## src/rtl/vga_timing_pkg.sv

```systemverilog
// vga_timing_pkg: 640x480@60 timing constants and the vertical phase type.
package vga_timing_pkg;
  localparam int H_VISIBLE = 640;
  localparam int H_FRONT = 16;
  localparam int H_SYNC = 96;
  localparam int H_BACK = 48;
  localparam int H_TOTAL = H_VISIBLE + H_FRONT + H_SYNC + H_BACK;
  localparam int H_SYNC_START = H_VISIBLE + H_FRONT;
  localparam int H_SYNC_END = H_SYNC_START + H_SYNC - 1;
  localparam int V_VISIBLE = 480;
  localparam int V_FRONT = 10;
  localparam int V_SYNC = 2;
  localparam int V_BACK = 33;
  localparam int V_TOTAL = V_VISIBLE + V_FRONT + V_SYNC + V_BACK;
  localparam int V_SYNC_START = V_VISIBLE + V_FRONT;
  localparam int V_SYNC_END = V_SYNC_START + V_SYNC - 1;
  typedef enum logic [1:0] {
    ST_ACTIVE = 2'd0,
    ST_FRONT  = 2'd1,
    ST_SYNC   = 2'd2,
    ST_BACK   = 2'd3
  } v_state_t;
endpackage

```

## src/rtl/vertical_counter.sv

```systemverilog
// vertical_counter: line counter, vertical phase FSM and frame_start pulse.
module vertical_counter
  import vga_timing_pkg::*;
#(
  parameter int V_VISIBLE_P = V_VISIBLE,
  parameter int V_FRONT_P = V_FRONT,
  parameter int V_SYNC_P = V_SYNC,
  parameter int V_BACK_P = V_BACK
) (
  input  logic        clk_25MHz,
  input  logic        rst,
  input  logic        enable_V_Counter,
  output logic [15:0] v_Count_Value,
  output logic [15:0] v_Count_Next,
  output v_state_t    v_state,
  output logic        frame_start
);
  localparam logic [15:0] V_LAST = 16'(V_VISIBLE_P + V_FRONT_P + V_SYNC_P + V_BACK_P - 1);
  localparam logic [15:0] V_FS = 16'(V_VISIBLE_P);
  localparam logic [15:0] V_SS = 16'(V_VISIBLE_P + V_FRONT_P);
  localparam logic [15:0] V_SE = 16'(V_VISIBLE_P + V_FRONT_P + V_SYNC_P - 1);
  logic [15:0] v_q, v_d;
  v_state_t st_q, st_d;
  logic fs_q, fs_d, wrap;
  // Phase is decoded from the next count, so state and count can never disagree.
  always_comb begin
    wrap = enable_V_Counter && (v_q >= V_LAST);
    v_d = !enable_V_Counter ? v_q : wrap ? 16'd0 : v_q + 16'd1;
    st_d = (v_d < V_FS) ? ST_ACTIVE : (v_d < V_SS) ? ST_FRONT : (v_d <= V_SE) ? ST_SYNC : ST_BACK;
    fs_d = wrap;
  end
  always_ff @(posedge clk_25MHz or posedge rst) begin
    if (rst) begin
      v_q <= '0;
      st_q <= ST_ACTIVE;
      fs_q <= 1'b0;
    end else begin
      v_q <= v_d;
      st_q <= st_d;
      fs_q <= fs_d;
    end
  end
  assign v_Count_Value = v_q;
  assign v_Count_Next = v_d;
  assign v_state = st_q;
  assign frame_start = fs_q;
endmodule

```

## src/rtl/vga_sync_generator.sv

```systemverilog
// vga_sync_generator: registered sync/blanking decode from h position and vertical counter.
module vga_sync_generator
  import vga_timing_pkg::*;
#(
  parameter int H_VISIBLE_P = H_VISIBLE,
  parameter int H_FRONT_P = H_FRONT,
  parameter int H_SYNC_P = H_SYNC,
  parameter int H_BACK_P = H_BACK,
  parameter int V_VISIBLE_P = V_VISIBLE,
  parameter int V_FRONT_P = V_FRONT,
  parameter int V_SYNC_P = V_SYNC,
  parameter int V_BACK_P = V_BACK
) (
  input  logic        clk_25MHz,
  input  logic        rst,
  input  logic        enable_V_Counter,
  input  logic [15:0] h_Count_Value,
  output logic [15:0] v_Count_Value,
  output logic        hsync,
  output logic        vsync,
  output logic        video_on,
  output logic [9:0]  pixel_x,
  output logic [9:0]  pixel_y,
  output logic        frame_start,
  output logic [1:0]  v_state
);
  localparam logic [15:0] H_VIS = 16'(H_VISIBLE_P);
  localparam logic [15:0] H_SS = 16'(H_VISIBLE_P + H_FRONT_P);
  localparam logic [15:0] H_SE = 16'(H_VISIBLE_P + H_FRONT_P + H_SYNC_P - 1);
  localparam logic [15:0] V_VIS = 16'(V_VISIBLE_P);
  localparam logic [15:0] V_SS = 16'(V_VISIBLE_P + V_FRONT_P);
  localparam logic [15:0] V_SE = 16'(V_VISIBLE_P + V_FRONT_P + V_SYNC_P - 1);
  logic [15:0] v_next;
  v_state_t st;
  logic hs_q, hs_d, vs_q, vs_d, vo_q, vo_d;
  logic [9:0] px_q, px_d, py_q, py_d;
  vertical_counter #(
    .V_VISIBLE_P(V_VISIBLE_P),
    .V_FRONT_P(V_FRONT_P),
    .V_SYNC_P(V_SYNC_P),
    .V_BACK_P(V_BACK_P)
  ) u_vcnt (
    .clk_25MHz(clk_25MHz),
    .rst(rst),
    .enable_V_Counter(enable_V_Counter),
    .v_Count_Value(v_Count_Value),
    .v_Count_Next(v_next),
    .v_state(st),
    .frame_start(frame_start)
  );
  // Decode uses the count the line register is about to take, keeping h and v aligned.
  always_comb begin
    hs_d = !((h_Count_Value >= H_SS) && (h_Count_Value <= H_SE));
    vs_d = !((v_next >= V_SS) && (v_next <= V_SE));
    vo_d = (h_Count_Value < H_VIS) && (v_next < V_VIS);
    px_d = vo_d ? h_Count_Value[9:0] : 10'd0;
    py_d = vo_d ? v_next[9:0] : 10'd0;
  end
  always_ff @(posedge clk_25MHz or posedge rst) begin
    if (rst) begin
      hs_q <= 1'b1;
      vs_q <= 1'b1;
      vo_q <= 1'b0;
      px_q <= '0;
      py_q <= '0;
    end else begin
      hs_q <= hs_d;
      vs_q <= vs_d;
      vo_q <= vo_d;
      px_q <= px_d;
      py_q <= py_d;
    end
  end
  assign hsync = hs_q;
  assign vsync = vs_q;
  assign video_on = vo_q;
  assign pixel_x = px_q;
  assign pixel_y = py_q;
  assign v_state = st;
endmodule

```

## config.mk

```make
export PLATFORM = sky130hd
export DESIGN_NAME = vga_sync_generator
export DESIGN_NICKNAME = d
export VERILOG_FILES = /design/src/rtl/vga_timing_pkg.sv /design/src/rtl/vertical_counter.sv /design/src/rtl/vga_sync_generator.sv
export SDC_FILE = /design/constraint.sdc
export NUM_CORES = 1
export LEC_CHECK = 0
export ABC_AREA = 1
export CAP_MARGIN = 20
export CORE_UTILIZATION = 52
export CTS_BUF_LIST = sky130_fd_sc_hd__clkbuf_4 sky130_fd_sc_hd__clkbuf_8
export DETAILED_ROUTE_END_ITERATION = 8
export PLACE_DENSITY = 0.87
export SETUP_SLACK_MARGIN = 0.4
export SYNTH_ARGS = -nofsm -noshare
export SYNTH_HDL_FRONTEND = slang
export SYNTH_HIERARCHICAL = 1
export SYNTH_SLANG_ARGS = --single-unit
```

## constraint.sdc

```tcl
create_clock -name clk_25MHz -period 5.55 [get_ports clk_25MHz]
set_input_delay 0.8325 -clock clk_25MHz [delete_from_list [all_inputs] [get_ports clk_25MHz]]
set_output_delay 0.8325 -clock clk_25MHz [all_outputs]
set_load 0.05 [all_outputs]
```

==> metrics, run 1 <==
Layout Nets about 320; CTS clk-pin slew, worst paths approximately 0.070 ns; post-synthesis compound-gate area fraction under 10%; Syn Nets 257; GP Congestion around 0.84; DRC violations left 0; Post-Syn Area per Cell around 8.7 µm²; peak supply drop around 170 µV; Critical Path Source Type primary input; CTS Hold Buffers Added 0; P_sw 0.000387 W; Clk pwr share ~25%; H-tree depth 2; MaxCap Viol Count 0; grt ovf 0; largest family of logic cells by synthesized area simple AND/OR/NAND/NOR gates; Slew Limit Fails 0; Total Wirelength 4.09 mm; outcome finished, final reports clean; slew margin rel. ~45%; RSZ-0062 raised after global routing no; vias per inst around 4.7; Cells after Synth 236; total negative slack 0 ns; post-CTS sizing 0; antenna viol nets, final 0; mux cell area share after synthesis 0%; fin crit share approximately three fifths; Internal slightly below 0.0006 W; Post-DP HPWL 3.11 mm; Hold Fails Final Rpt 0; Tot GR Track Use a little over a fifth; initial antenna violation count 0; largest net degree at the start of global routing 24; Distinct cells, synth 31; core box area about 3700 µm²; pwr/cell area ~350 nW/µm²; sequential cell area fraction in the yosys report between 50% and 60%; Least-Margin Pin Slew between 0.8 and 0.9 ns; routed vias ~1600; sw frac 39.4%; wire per inst between 10 and 15 µm; # rows 22; WP data arrival roughly 3.4 ns; CP max-delay cell clkdlybuf4s50_1; Filler Cell Count about 270; Syn. warnings 6; Synth Area in Adders 1.22%; critical path type in2reg; combinational power share a little under two fifths; Port Buffer Count 60; Leak 1.41 nW; crit-path cells clkdlybuf4s50_1, nand2_1, nor2_4, inv_2, nor2_1, xor2_1, nor2_2, nand2_1, nor3_1, nor2_1, nand3_2, inv_1; clk sinks between 40 and 50; Simple-Gate Fraction of Synth Area a little under a third; share of cells above drive strength 1 16.6%; worst stage delay on the critical path slightly below 0.8 ns; post-CTS setup repair buffer count 0; ANT cells 0; first-pass GRT wire length between 6 and 7 mm; DRT Pass-1 Iters 6; TritonCTS clock tree yes; HP Class reg2reg; minimum clock period 3.23 ns; Clock Latency Late Sink roughly 0.29 ns; Iter 0 DRT Violations a little under 90; crit end category register; clock root buffer clkbuf_8; area delta synth->final 36.3%; starting density of the core 55.4%; Die Span X 64.9 µm; final setup vio count 0; Die H roughly 65 µm; overall power around 0.001 W; synthesis-stage register bit count 42; mapped cell area 2060 µm²; Max Fclk roughly 0.31 GHz; CP required roughly 5.7 ns; CP max FO 20; sequential share of power around 38%; final clock skew 0.00373 ns; vias in the first global route ~1600; Ports 61; maximum clock path buffer count 2; CTS Buf Count 5; post-synthesis xor/xnor area fraction ~2.1%; die footprint 4220 µm²
==> flip-flops by register name, summed over array words and instances (netlist names) <==
name                  count
u_vcnt/v_Count_Value     16
pixel_x                  10
pixel_y                  10
u_vcnt/v_state            2
hsync                     1
u_vcnt/frame_start        1
video_on                  1
vsync                     1
==> cell type report <==
| class | count | area (µm²) | area share, % |
|---|---|---|---|
| Clock inverter | 1 | 30.0 | 1.07 |
| Tap cell | 48 | 60.1 | 2.14 |
| Sequential cell | 42 | 1050 | 37.5 |
| Multi-Input combinational cell | 133 | 761 | 27.1 |
| Inverter | 58 | 218 | 7.76 |
| Timing Repair Buffer | 60 | 601 | 21.4 |
| Clock buffer | 7 | 83.8 | 2.99 |
==> placed cells by master (no fill, tap or decap) <==
cell / netlist / layout
bufinv_16: 0 / 1
dfstp_2: 2 / 2
and2b_1: 1 / 1
nor2_2: 20 / 20
nand3_2: 1 / 1
clkbuf_4: 0 / 2
nor2_1: 28 / 28
nor3_1: 2 / 2
o21bai_4: 1 / 1
and2_2: 1 / 1
inv_2: 3 / 3
nand2_1: 37 / 37
clkdlybuf4s50_1: 0 / 60
or2_1: 1 / 1
nor4_1: 1 / 1
a31oi_1: 1 / 1
xor2_2: 1 / 1
nor2_8: 1 / 1
nand2_4: 1 / 1
nand3_4: 1 / 1
nor3_2: 1 / 1
ha_1: 2 / 2
xor2_1: 3 / 3
nand2_2: 5 / 5
clkbuf_8: 0 / 5
a21oi_1: 2 / 2
nand4_4: 1 / 1
conb_1: 1 / 1
nand3_1: 11 / 11
dfrtp_1: 40 / 40
nand4_1: 6 / 6
nor2_4: 3 / 3
inv_1: 55 / 55
==> cells by family (layout without fill, tap and decap cells) <==
logic type	Yosys count	count (layout)
other	1	1
buffers and inverters	61	126
xor gates and xnor gates	4	4
DFF	42	42
and+or+nand+nor	122	122
AOI/OAI and AO/OA	4	4
adders and majority gates	2	2
==> critical path: cells and delay by family <==
kind	cells	cell delay (ns)
AND/OR/NAND/NOR	8	1.59
buffers and inverters	3	0.89
XOR/XNOR	1	0.09
==> cells in the mapped netlist, drive strengths merged <==
cell	n	area share (%)
nor4	1	0.30
a31oi	1	0.30
ha	2	1.2
dfstp	2	2.6
nand2	43	8.8
nand3	13	4.0
nand4	7	2.9
and2b	1	0.36
dfrtp	40	49
nor3	3	0.97
a21oi	2	0.49
and2	1	0.36
nor2	52	14
xor2	4	2.1
o21bai	1	0.91
buf	3	1.3
or2	1	0.30
conb	1	0.18
inv	58	11
==> through the flow <==
stage	util [%]	cells	hold slack (ns)	setup slack, ns	cell area [µm²]
final	75.5	349	0.537	2.32	2810
after global routing	75.5	349	0.570	2.03	2810
after CTS	75.5	349	0.536	2.32	2810
after detailed placement	72.5	341	0.525	2.06	2690
after global placement	72.5	341	0.525	2.19	2690
after floorplan	-	236	0.761	3.28	2060
==> final timing paths <==
kind / endpoint / slack (ns) / cells past startpoint / startpoint
max reg2reg: video_on$_DFF_PP0_ / 3.06 / 12 / u_vcnt/v_Count_Value[1]$_DFF_PP0_
min: u_vcnt/v_Count_Value[13]$_DFF_PP0_ / 0.54 / 2 / u_vcnt/v_Count_Value[13]$_DFF_PP0_
min in group asynchronous: u_vcnt/v_state[1]$_DFF_PP0_ / 0.98 / 2 / rst
max: video_on$_DFF_PP0_ / 2.32 / 12 / enable_V_Counter
min reg2reg: u_vcnt/v_Count_Value[13]$_DFF_PP0_ / 0.54 / 2 / u_vcnt/v_Count_Value[13]$_DFF_PP0_
max in group asynchronous: pixel_x[5]$_DFF_PP0_ / 4.02 / 2 / rst
==> power groups by stage <==
stage | logic [W] | registers, W | clock network, W
2_1_floorplan | 0.000169 | 0.000464 | 0
3_3_place_gp | 0.000359 | 0.000376 | 0
3_5_place_dp | 0.000366 | 0.000376 | 0
4_1_cts | 0.000368 | 0.000371 | 0.000246
5_1_grt | 0.000397 | 0.000375 | 0.000261
6_report | 0.000368 | 0.000371 | 0.000242
==> per-layer routing <==
metal	vias up	part of all wire [%]	GRT usage [%]
li1	817	-	-
met1	766	43	25.5
met2	54	52	38.2
met3	6	4.4	5.11
met4	0	1.4	7.50
met5	-	0	0
(Power assumes the default switching activity.)
==> run 2: changes to the inputs <==
--- a/config.mk
+++ b/config.mk
@@ -7,10 +7,10 @@
 export LEC_CHECK = 0
 export ABC_AREA = 1
 export CAP_MARGIN = 20
-export CORE_UTILIZATION = 52
+export CORE_UTILIZATION = 49
 export CTS_BUF_LIST = sky130_fd_sc_hd__clkbuf_4 sky130_fd_sc_hd__clkbuf_8
 export DETAILED_ROUTE_END_ITERATION = 8
-export PLACE_DENSITY = 0.87
+export PLACE_DENSITY = 0.83
 export SETUP_SLACK_MARGIN = 0.4
 export SYNTH_ARGS = -nofsm -noshare
 export SYNTH_HDL_FRONTEND = slang
==> constraint.sdc (replaced) <==
create_clock -name clk_25MHz -period 3.35 [get_ports clk_25MHz]
set_input_delay 0.5025 -clock clk_25MHz [delete_from_list [all_inputs] [get_ports clk_25MHz]]
set_output_delay 0.5025 -clock clk_25MHz [all_outputs]
set_load 0.05 [all_outputs]
==> metrics, run 2 (synthesis gave the netlist of run 1 again) <==
Total Wirelength between 4 and 5 mm; Ports between 60 and 70; worst stage delay on the critical path 0.50 ns; reg2reg path depth 13; met2 GRT Util a little over a third; CP required 3.55 ns; most frequent cells in the layout clkdlybuf4s50_1 (60), inv_1 (55), dfrtp_1 (40), nand2_1 (37), nor2_1 (28); worst setup path end pixel_x[6]$_DFF_PP0_; initial antenna violation count 0; area delta synth->final 37.9%; Tot GR Track Use 22.1%; DRT Pass-1 Iters 4; Max Fclk 0.420 GHz; CP top delay family buffers and inverters; Port Buffer Count 60; Top cell by count, worst path nand2_1; ANT cells 0; CP max-delay cell clkdlybuf4s50_1; critical path type in2reg; WP data arrival 2.58 ns; M1 GR Usage about 28%; final clock skew 0.00699 ns; Leak about 1.4 nW; Die Span X 66.8 µm; pwr/cell area about 580 nW/µm²; CP max FO 20; crit-path cells clkdlybuf4s50_1, buf_4, inv_2, nor2_8, nand2_1, nand2_1, nand2_1, nor2_1, inv_1, nor3_1, nor2_1, nand3_2, buf_12, nor2_2; max reg flops 16; # rows 23; clk sinks 42; first-pass GRT wire length a little over 7 mm; post-CTS setup repair buffer count 0; post-CTS sizing 0; DRC violations left 0; R2R Setup Slk roughly 1.0 ns; Critical Path Source Type primary input; CTS Hold Buffers Added 0; GP Congestion about 0.84; stages on the worst setup path 14; Post-DP HPWL about 3.3 mm; minimum clock period roughly 2.4 ns; Slew Limit Fails 0; CTS Buf Count 5; slew margin rel. a little over two fifths; H-tree depth 2; Hold Fails Final Rpt 0; CTS clk-pin slew, worst paths around 0.09 ns; r2r startpoint u_vcnt/v_Count_Value[1]$_DFF_PP0_; HP Class reg2reg; grt peak-use layer met2; die footprint roughly 4500 µm²; post-route cell area 2840 µm²; outcome finished, final reports clean; core box area a little over 4000 µm²; peak supply drop between 500 and 600 µV; met3 Track Usage GR 4.62%; grt ovf 0; commonest non-fill, non-tap cell in the layout clkdlybuf4s50_1; fin crit share 71.0%; Die H between 60 and 70 µm; vias in the first global route 1506; Buf/Inv on CP 5; routed vias 1613; antenna viol nets, final 0; starting density of the core between 50% and 60%; wire per inst roughly 12 µm; vias per inst 4.57; TritonCTS clock tree yes; Critical Path Source enable_V_Counter; Iter 0 DRT Violations 121; Clock Latency Late Sink approximately 0.30 ns; clock root buffer clkbuf_8; MaxCap Viol Count 0; share of cells above drive strength 1 17.2%; crit end category register; r2r endpoint pixel_x[6]$_DFF_PP0_; placed instance area between 2000 and 3000 µm²; final setup vio count 0; largest net degree at the start of global routing 24; Layout Nets between 300 and 400; Least-Margin Pin Slew around 0.87 ns; total negative slack 0 ns; RSZ-0062 raised after global routing no; maximum clock path buffer count 2
## run 2: final cells by class
cell class                      count  area, µm²
Clock buffer                        5       68.8
Sequential cell                    42       1050
Timing Repair Buffer               62        628
Fill cell                         328       1190
Clock inverter                      3       48.8
Tap cell                           50       62.6
Inverter                           58        218
Multi-Input combinational cell    133        761
## run 2: worst min-delay path: stages, from the launching register on
cell,delay [ns]
dfrtp_1,0.38
inv_1,0.07
nor2_1,0.07
## run 2: routing by layer
| layer | up-vias | part of all wire (%) |
|---|---|---|
| li1 | 821 | - |
| met1 | 744 | 44 |
| met2 | 42 | 51 |
| met3 | 6 | 3.4 |
| met4 | 0 | 1.6 |
| met5 | - | 0 |
## run 2: per-stage QoR
step | instances | setup slack [ns] | hold WS [ns] | power, W | util (%)
3_3_place_gp | 345 | 0.780 | 0.536 | 0.00122 | 67.6
5_1_grt | 353 | 0.800 | 0.576 | 0.00174 | 70.5
4_1_cts | 353 | 1.01 | 0.560 | 0.00165 | 70.5
2_1_floorplan | 236 | 1.08 | 0.454 | 0.00105 | -
6_report | 353 | 0.970 | 0.560 | 0.00165 | 70.5
3_5_place_dp | 345 | 0.707 | 0.537 | 0.00123 | 67.6
## run 2: power by group
group	leakage [nW]	total, W	switching [W]	internal [W]
Combinational	0.801	0.000612	0.000416	0.000196
Sequential	0.568	0.000615	0.0000637	0.000551
Clock	0.0563	0.000422	0.000195	0.000227
## run 2: worst min-delay path by stage
stage / from / cells past startpoint / slack (ns) / to
detailed placement: u_vcnt/v_Count_Value[13]$_DFF_PP0_ / 2 / 0.54 / u_vcnt/v_Count_Value[13]$_DFF_PP0_
global route: u_vcnt/v_Count_Value[13]$_DFF_PP0_ / 2 / 0.58 / u_vcnt/v_Count_Value[13]$_DFF_PP0_
finish: u_vcnt/v_Count_Value[10]$_DFF_PP0_ / 2 / 0.56 / u_vcnt/v_Count_Value[10]$_DFF_PP0_
CTS: u_vcnt/v_Count_Value[13]$_DFF_PP0_ / 2 / 0.56 / u_vcnt/v_Count_Value[13]$_DFF_PP0_
floorplan: rst / 1 / 0.45 / u_vcnt/frame_start$_DFF_PP0_
global placement: u_vcnt/v_Count_Value[13]$_DFF_PP0_ / 2 / 0.54 / u_vcnt/v_Count_Value[13]$_DFF_PP0_
